### src/rtl/mem_port_arbiter_if.sv
// Fetch, load/store and memory port signals for mem_port_arbiter.
// master: the arbiter's view; slave: the core/memory side.
interface mem_port_arbiter_if #(
  parameter int ADDR_W = 32,
  parameter int DATA_W = 32
) ();
  logic                  i_req;
  logic [ADDR_W-1:0]     i_addr;
  logic                  i_gnt;
  logic                  i_rvalid;
  logic [DATA_W-1:0]     i_rdata;

  logic                  d_req;
  logic                  d_we;
  logic [ADDR_W-1:0]     d_addr;
  logic [DATA_W-1:0]     d_wdata;
  logic [DATA_W/8-1:0]   d_be;
  logic                  d_gnt;
  logic                  d_rvalid;
  logic [DATA_W-1:0]     d_rdata;

  logic                  m_req;
  logic                  m_we;
  logic [ADDR_W-1:0]     m_addr;
  logic [DATA_W-1:0]     m_wdata;
  logic [DATA_W/8-1:0]   m_be;
  logic                  m_gnt;
  logic                  m_rvalid;
  logic [DATA_W-1:0]     m_rdata;

  modport master (
    input  i_req, i_addr,
    output i_gnt, i_rvalid, i_rdata,
    input  d_req, d_we, d_addr, d_wdata, d_be,
    output d_gnt, d_rvalid, d_rdata,
    output m_req, m_we, m_addr, m_wdata, m_be,
    input  m_gnt, m_rvalid, m_rdata
  );

  modport slave (
    output i_req, i_addr,
    input  i_gnt, i_rvalid, i_rdata,
    output d_req, d_we, d_addr, d_wdata, d_be,
    input  d_gnt, d_rvalid, d_rdata,
    input  m_req, m_we, m_addr, m_wdata, m_be,
    output m_gnt, m_rvalid, m_rdata
  );
endinterface

### src/rtl/mem_port_arbiter.sv
// Single-outstanding I/D memory port arbiter, D priority with starvation cap.
// Optional MEM_ARB_STATS_EN adds grant/stall counters.
module mem_port_arbiter #(
  parameter int ADDR_W     = 32,
  parameter int DATA_W     = 32,
  parameter int STARVE_MAX = 4
) (
  input  logic clk,
  input  logic rst,
  mem_port_arbiter_if.master bus
`ifdef MEM_ARB_STATS_EN
  ,
  output logic [31:0] stat_i_cnt,
  output logic [31:0] stat_d_cnt,
  output logic [31:0] stat_stall_cnt
`endif
);
  localparam int BE_W = DATA_W / 8;
  localparam int SW   = $clog2(STARVE_MAX + 1);
  localparam logic [SW-1:0] SMAX = SW'(STARVE_MAX);

  typedef enum logic [1:0] {IDLE, REQ, RESP} state_e;

  state_e              state_q, state_d;
  logic                own_q, own_d;
  logic                m_req_q, m_req_d;
  logic                m_we_q, m_we_d;
  logic [ADDR_W-1:0]   m_addr_q, m_addr_d;
  logic [DATA_W-1:0]   m_wdata_q, m_wdata_d;
  logic [BE_W-1:0]     m_be_q, m_be_d;
  logic [SW-1:0]       starve_q, starve_d;

  logic pick_d;
  logic gnt_i, gnt_d, rv_i, rv_d;

  always_ff @(posedge clk) begin
    if (!rst) begin
      state_q   <= IDLE;
      own_q     <= 1'b0;
      m_req_q   <= 1'b0;
      m_we_q    <= 1'b0;
      m_addr_q  <= '0;
      m_wdata_q <= '0;
      m_be_q    <= '0;
      starve_q  <= '0;
    end else begin
      state_q   <= state_d;
      own_q     <= own_d;
      m_req_q   <= m_req_d;
      m_we_q    <= m_we_d;
      m_addr_q  <= m_addr_d;
      m_wdata_q <= m_wdata_d;
      m_be_q    <= m_be_d;
      starve_q  <= starve_d;
    end
  end

  // own: 1 = D port owns the transaction, 0 = I port
  always_comb begin
    state_d   = state_q;
    own_d     = own_q;
    m_req_d   = m_req_q;
    m_we_d    = m_we_q;
    m_addr_d  = m_addr_q;
    m_wdata_d = m_wdata_q;
    m_be_d    = m_be_q;
    starve_d  = starve_q;
    gnt_i     = 1'b0;
    gnt_d     = 1'b0;
    rv_i      = 1'b0;
    rv_d      = 1'b0;
    pick_d    = bus.d_req &&
                (!bus.i_req || starve_q < SMAX);
    unique case (state_q)
      IDLE: begin
        if (pick_d) begin
          own_d     = 1'b1;
          m_req_d   = 1'b1;
          m_we_d    = bus.d_we;
          m_addr_d  = bus.d_addr;
          m_wdata_d = bus.d_wdata;
          m_be_d    = bus.d_be;
          state_d   = REQ;
          if (!bus.i_req)
            starve_d = '0;
          else if (starve_q != SMAX)
            starve_d = starve_q + SW'(1);
        end else if (bus.i_req) begin
          own_d     = 1'b0;
          m_req_d   = 1'b1;
          m_we_d    = 1'b0;
          m_addr_d  = bus.i_addr;
          m_wdata_d = '0;
          m_be_d    = '0;
          starve_d  = '0;
          state_d   = REQ;
        end else begin
          starve_d  = '0;
        end
      end
      REQ: begin
        if (bus.m_gnt) begin
          gnt_i   = !own_q;
          gnt_d   = own_q;
          m_req_d = 1'b0;
          // a store is complete once memory accepts it
          state_d = (own_q && m_we_q) ? IDLE : RESP;
        end
      end
      RESP: begin
        if (bus.m_rvalid) begin
          rv_i    = !own_q;
          rv_d    = own_q;
          state_d = IDLE;
        end
      end
      default: state_d = IDLE;
    endcase
  end

  // pulses masked during reset so a dropped transaction never completes
  assign bus.i_gnt    = gnt_i & rst;
  assign bus.d_gnt    = gnt_d & rst;
  assign bus.i_rvalid = rv_i & rst;
  assign bus.d_rvalid = rv_d & rst;
  assign bus.i_rdata  = bus.m_rdata;
  assign bus.d_rdata  = bus.m_rdata;
  assign bus.m_req    = m_req_q;
  assign bus.m_we     = m_we_q;
  assign bus.m_addr   = m_addr_q;
  assign bus.m_wdata  = m_wdata_q;
  assign bus.m_be     = m_be_q;

`ifdef MEM_ARB_STATS_EN
  logic [31:0] si_q, sd_q, ss_q;

  always_ff @(posedge clk) begin
    if (!rst) begin
      si_q <= '0;
      sd_q <= '0;
      ss_q <= '0;
    end else begin
      if (gnt_i)
        si_q <= si_q + 32'd1;
      if (gnt_d)
        sd_q <= sd_q + 32'd1;
      if (state_q == REQ && !bus.m_gnt)
        ss_q <= ss_q + 32'd1;
    end
  end

  assign stat_i_cnt     = si_q;
  assign stat_d_cnt     = sd_q;
  assign stat_stall_cnt = ss_q;
`endif
endmodule

### src/flat_wrapper.sv
// flat-port wrapper written by rule: the top's interface ports become plain ports
module mem_port_arbiter_flat 
#(
  parameter int ADDR_W     = 32,
  parameter int DATA_W     = 32,
  parameter int STARVE_MAX = 4
)
  (clk, rst, bus_i_req, bus_i_addr, bus_i_gnt, bus_i_rvalid, bus_i_rdata, bus_d_req, bus_d_we, bus_d_addr, bus_d_wdata, bus_d_be, bus_d_gnt, bus_d_rvalid, bus_d_rdata, bus_m_req, bus_m_we, bus_m_addr, bus_m_wdata, bus_m_be, bus_m_gnt, bus_m_rvalid, bus_m_rdata);
  mem_port_arbiter_if #(.ADDR_W(ADDR_W), .DATA_W(DATA_W)) bus_i ();
  input  logic clk;
  input  logic rst;
  input wire logic [$bits(bus_i.i_req)-1:0] bus_i_req;
  input wire logic [$bits(bus_i.i_addr)-1:0] bus_i_addr;
  output wire logic [$bits(bus_i.i_gnt)-1:0] bus_i_gnt;
  output wire logic [$bits(bus_i.i_rvalid)-1:0] bus_i_rvalid;
  output wire logic [$bits(bus_i.i_rdata)-1:0] bus_i_rdata;
  input wire logic [$bits(bus_i.d_req)-1:0] bus_d_req;
  input wire logic [$bits(bus_i.d_we)-1:0] bus_d_we;
  input wire logic [$bits(bus_i.d_addr)-1:0] bus_d_addr;
  input wire logic [$bits(bus_i.d_wdata)-1:0] bus_d_wdata;
  input wire logic [$bits(bus_i.d_be)-1:0] bus_d_be;
  output wire logic [$bits(bus_i.d_gnt)-1:0] bus_d_gnt;
  output wire logic [$bits(bus_i.d_rvalid)-1:0] bus_d_rvalid;
  output wire logic [$bits(bus_i.d_rdata)-1:0] bus_d_rdata;
  output wire logic [$bits(bus_i.m_req)-1:0] bus_m_req;
  output wire logic [$bits(bus_i.m_we)-1:0] bus_m_we;
  output wire logic [$bits(bus_i.m_addr)-1:0] bus_m_addr;
  output wire logic [$bits(bus_i.m_wdata)-1:0] bus_m_wdata;
  output wire logic [$bits(bus_i.m_be)-1:0] bus_m_be;
  input wire logic [$bits(bus_i.m_gnt)-1:0] bus_m_gnt;
  input wire logic [$bits(bus_i.m_rvalid)-1:0] bus_m_rvalid;
  input wire logic [$bits(bus_i.m_rdata)-1:0] bus_m_rdata;
  assign bus_i.i_req = bus_i_req;
  assign bus_i.i_addr = bus_i_addr;
  assign bus_i_gnt = bus_i.i_gnt;
  assign bus_i_rvalid = bus_i.i_rvalid;
  assign bus_i_rdata = bus_i.i_rdata;
  assign bus_i.d_req = bus_d_req;
  assign bus_i.d_we = bus_d_we;
  assign bus_i.d_addr = bus_d_addr;
  assign bus_i.d_wdata = bus_d_wdata;
  assign bus_i.d_be = bus_d_be;
  assign bus_d_gnt = bus_i.d_gnt;
  assign bus_d_rvalid = bus_i.d_rvalid;
  assign bus_d_rdata = bus_i.d_rdata;
  assign bus_m_req = bus_i.m_req;
  assign bus_m_we = bus_i.m_we;
  assign bus_m_addr = bus_i.m_addr;
  assign bus_m_wdata = bus_i.m_wdata;
  assign bus_m_be = bus_i.m_be;
  assign bus_i.m_gnt = bus_m_gnt;
  assign bus_i.m_rvalid = bus_m_rvalid;
  assign bus_i.m_rdata = bus_m_rdata;
  mem_port_arbiter #(.ADDR_W(ADDR_W), .DATA_W(DATA_W), .STARVE_MAX(STARVE_MAX)) u_core (.clk(clk), .rst(rst), .bus(bus_i));
endmodule
### config.mk
export PLATFORM = sky130hd
export DESIGN_NAME = mem_port_arbiter_flat
export DESIGN_NICKNAME = d
export VERILOG_FILES = /design/src/rtl/mem_port_arbiter_if.sv /design/src/rtl/mem_port_arbiter.sv /design/src/flat_wrapper.sv
export SDC_FILE = /design/constraint.sdc
export NUM_CORES = 1
export LEC_CHECK = 0
export CAP_MARGIN = 20
export CORE_AREA = 2 2 107 109
export DETAILED_ROUTE_END_ITERATION = 10
export DIE_AREA = 0 0 109 111
export HOLD_SLACK_MARGIN = 0.1
export PLACE_DENSITY_LB_ADDON = 0.25
export REMOVE_ABC_BUFFERS = 1
export SYNTH_ARGS = -nofsm -noshare
export SYNTH_HDL_FRONTEND = slang
export SYNTH_SLANG_ARGS = --single-unit
### constraint.sdc
create_clock -name clk -period 1.8 [get_ports clk]
set_input_delay 0.45 -clock clk [delete_from_list [all_inputs] [get_ports clk]]
set_output_delay 0.45 -clock clk [all_outputs]
set_load 0.01 [all_outputs]
==> reports/metrics.csv <==
stage,metric,value,unit
run_status,outcome,completed,
clock_tree,cts_buffer_depth,2,
power,p_leak,2.056,nW
hold_path,hold_path.class,register to register,
clock_tree,clk_pin_slew_worst_paths,0.06,ns
worst_setup_path,worstPathMaxFanout,2,
finish,fillCellCount,1050,
timing,finalSetupViolCount,0,
timing,max_slew_margin,63.55,%
grt,grt_usage,20.44,%
floorplan,die_x,109,um
logic_synthesis,async_reset_ff_share,0,%
power,power_density,879.3,nW/um^2
logic_synthesis,syn_avg_cell_area,9.703,sq um
floorplan,fp.coreArea,11080,sq um
logic_synthesis,synthXorXnorAreaFrac,0,%
floorplan,dieArea,12100,sq um
drt,first_pass_iters,4,
floorplan,initial_core_util,32.85,%
timing,worst_slew_pin_slew,0.5468,ns
logic_synthesis,synth_top_area_share,41.82,%
floorplan,io_pins,277,
grt,grt_antenna_before_repair,0,
worst_setup_path,critPathLaunch,u_core.bus.m_wdata[25]$_SDFFE_PN0P_,
placed_design,place_area,5170,sq um
placed_design,place_hpwl,9458,um
worst_setup_path,cpPeakStageDelay,0.56,ns
clock_tree,cts_tree,done,
timing,grt_setup_unrepaired,false,
logic_synthesis,synthesis.area,3638,sq um
finish,seq_area,1521,sq um
timing,hold_violations,0,
grt,grt_pass1_vias,3299,
logic_synthesis,synth_top_family_by_area,compound AO/OA/AOI/OAI gates,
worst_setup_path,reg2reg_depth,4,
worst_setup_path,crit_chain,clkdlybuf4s50_1,
job,maxCapViolations,0,
logic_synthesis,synth_edf_count,0,
grt,grt_pass1_wl,18560,um
worst_setup_path,worstSetupPathType,register to output pin,
worst_setup_path,cp.required,1.35,ns
logic_synthesis,synth-compound-area-share,29.02,%
timing,min_period,1.713,ns
timing,setup_ws,0.08653,ns
timing,skew,0.007818,ns
logic_synthesis,ys_seq_area_share,41.82,%
drt,via_per_inst,5.155,
finish,antennaDiodeCount,0,
placed_design,dp_slack,-0.4977,ns
logic_synthesis,ys_types,33,
worst_setup_path,crit_family,buffers and inverters,
placed_design,gp_congestion,0.8290,
worst_setup_path,crit_path_start_kind,register,
logic_synthesis,synth.largest_area_cell,dfxtp_1,
finish,final_area,5453,sq um
worst_setup_path,endpoint,bus_m_wdata[25],
worst_setup_path,r2r_start,u_core.state_q[1]$_SDFFE_PN0P_,
clock_tree,cts_buffers,9,
drt,via_count,3299,
finish,syn2layout_area_growth,49.86,%
timing,fmax,0.5836,GHz
timing,fin_crit_sh,95.19,%
clock_tree,clockRootBuffer,clkbuf_16,
timing,drv_slew,0,
worst_setup_path,crit_cells,1,
power,peakVddDrop,0.3682,mV
power,total_power,4.795,mW
hold_path,min_from,u_core.bus.m_wdata[6]$_SDFFE_PN0P_,
grt,overflow,0,
drt,drt_iter0_markers,144,
drt,drc,0,
finish,fin_nets,635,
drt,wl_per_cell,20.06,um
clock_tree,worstSkewPairLatency,0.32,ns
logic_synthesis,ys_seq_elements,76,
finish,drive_gt1_share,16.10,%
floorplan,die-height,111,um
clock_tree,cts_max_level,3,
drt,wirelength,12840,um
worst_setup_path,arrival,1.26,ns
logic_synthesis,netlist_top_cells_area,"dfxtp_1 42%, buf_4 14%, a311oi_2 12%",
worst_setup_path,critPathSlowestCell,clkdlybuf4s50_1,
logic_synthesis,synth_flop_cell,dfxtp_1,
logic_synthesis,yosys-top-cells-count,"76 x dfxtp_1, 70 x buf_4, 67 x nand2_1",
finish,multi_input_area,1449,sq um
worst_setup_path,worstSetupEndpointType,output pin,
worst_setup_path,r2r-end,u_core.bus.m_addr[29]$_SDFFE_PN0P_,
logic_synthesis,ys_warn_count,0,
floorplan,rows,39,
grt,grt_max_degree,38,
logic_synthesis,synth_mux_area_share,0,%
worst_setup_path,cp_num_buf_inv,1,
placed_design,portBuffers,180,
logic_synthesis,synthAdderAreaFrac,0.6878,%
logic_synthesis,synth_cells,375,
drt,drt.antenna.violating_nets,0,
logic_synthesis,synthSimpleGateAreaFrac,9.594,%
clock_tree,cts_sinks,76,
logic_synthesis,yosysMostFrequentCell,dfxtp_1,
worst_setup_path,ff2ff_setup_slack,0.23,ns
## kinds of logic after synthesis
| logic type | count (synthesis) |
|---|---|
| adder cells (fa/ha/maj) | 2 |
| AND/OR/NAND/NOR | 83 |
| buffers and inverters | 99 |
| AO/OA/AOI/OAI | 115 |
| flip-flops | 76 |
## per-stage QoR
stage	TNS, ns	util (%)	hold WS, ns	cells
after floorplan	-67.03	-	0.4492	280
after global placement	-14.96	46.67	0.4553	625
after detailed placement	-17.86	46.67	0.4542	625
after CTS	-0.004289	49.01	0.4741	639
after global routing	0	49.23	0.4816	640
final	0	49.23	0.4730	640
## timing repair
action / CTS / global route
setup endpoints to repair: 4 / 14
gates resized for setup: 19 / 5
buffers inserted: 0 / 1
pin swaps: 0 / 3
hold buffers: 0 / 0
## power breakdown
group	total [mW]	leakage, nW	switching, mW	internal, mW
combinational	1.15	1.30	0.491	0.662
clock	1.73	0.133	0.675	1.05
sequential	1.91	0.626	0.0829	1.83
total	4.79	2.06	1.25	3.55
## area by class of cell
type / instances / share of cell area, %
Multi-Input combinational cell: 200 / 26.57
Sequential cell: 76 / 27.90
Timing Repair Buffer: 203 / 36.83
Clock inverter: 5 / 1.010
Tap cell: 143 / 3.281
Clock buffer: 9 / 4.130
Inverter: 4 / 0.2754
## worst min path at each step
stage	to	slack, ns	depth (start not counted)
finish	u_core.bus.m_wdata[6]$_SDFFE_PN0P_	0.47	1
floorplan	u_core.starve_q[0]$_SDFFE_PN0P_	0.45	1
detailed placement	u_core.bus.m_wdata[1]$_SDFFE_PN0P_	0.45	1
global route	u_core.bus.m_wdata[15]$_SDFFE_PN0P_	0.48	1
CTS	u_core.bus.m_wdata[15]$_SDFFE_PN0P_	0.47	1
global placement	u_core.bus.m_wdata[21]$_SDFFE_PN0P_	0.46	1
## layout by cell type (no fill, tap or decap), types with 2 or more instances in the layout
master	instances
buf_4	19
buf_12	4
o21ai_0	4
inv_1	3
or3_1	2
clkbuf_16	9
a311oi_1	2
buf_2	4
a22o_1	37
dfxtp_1	76
dlymetal6s2s_1	2
a311oi_2	30
a21oi_1	35
clkdlybuf4s50_1	173
nor2_1	3
ha_1	2
clkinv_2	2
nand2_1	66
clkinvlp_4	2
## state kept, by name, summed over array words and instances (netlist names)
name / flops
u_core.bus.m_we: 1
u_core.state_q: 2
u_core.own_q: 1
u_core.starve_q: 3
u_core.bus.m_wdata: 32
u_core.bus.m_addr: 32
u_core.bus.m_be: 4
u_core.bus.m_req: 1
## layer usage
| layer | routed length, um | vias up | track usage (%) |
|---|---|---|---|
| li1 | - | 1511 | - |
| met1 | 5219 | 1519 | 23.64 |
| met2 | 5136 | 252 | 27.87 |
| met3 | 2247 | 15 | 16.17 |
| met4 | 163 | 2 | 5.983 |
| met5 | 74 | - | 8.929 |
No activity file was read; power rests on OpenSTA's default activity.
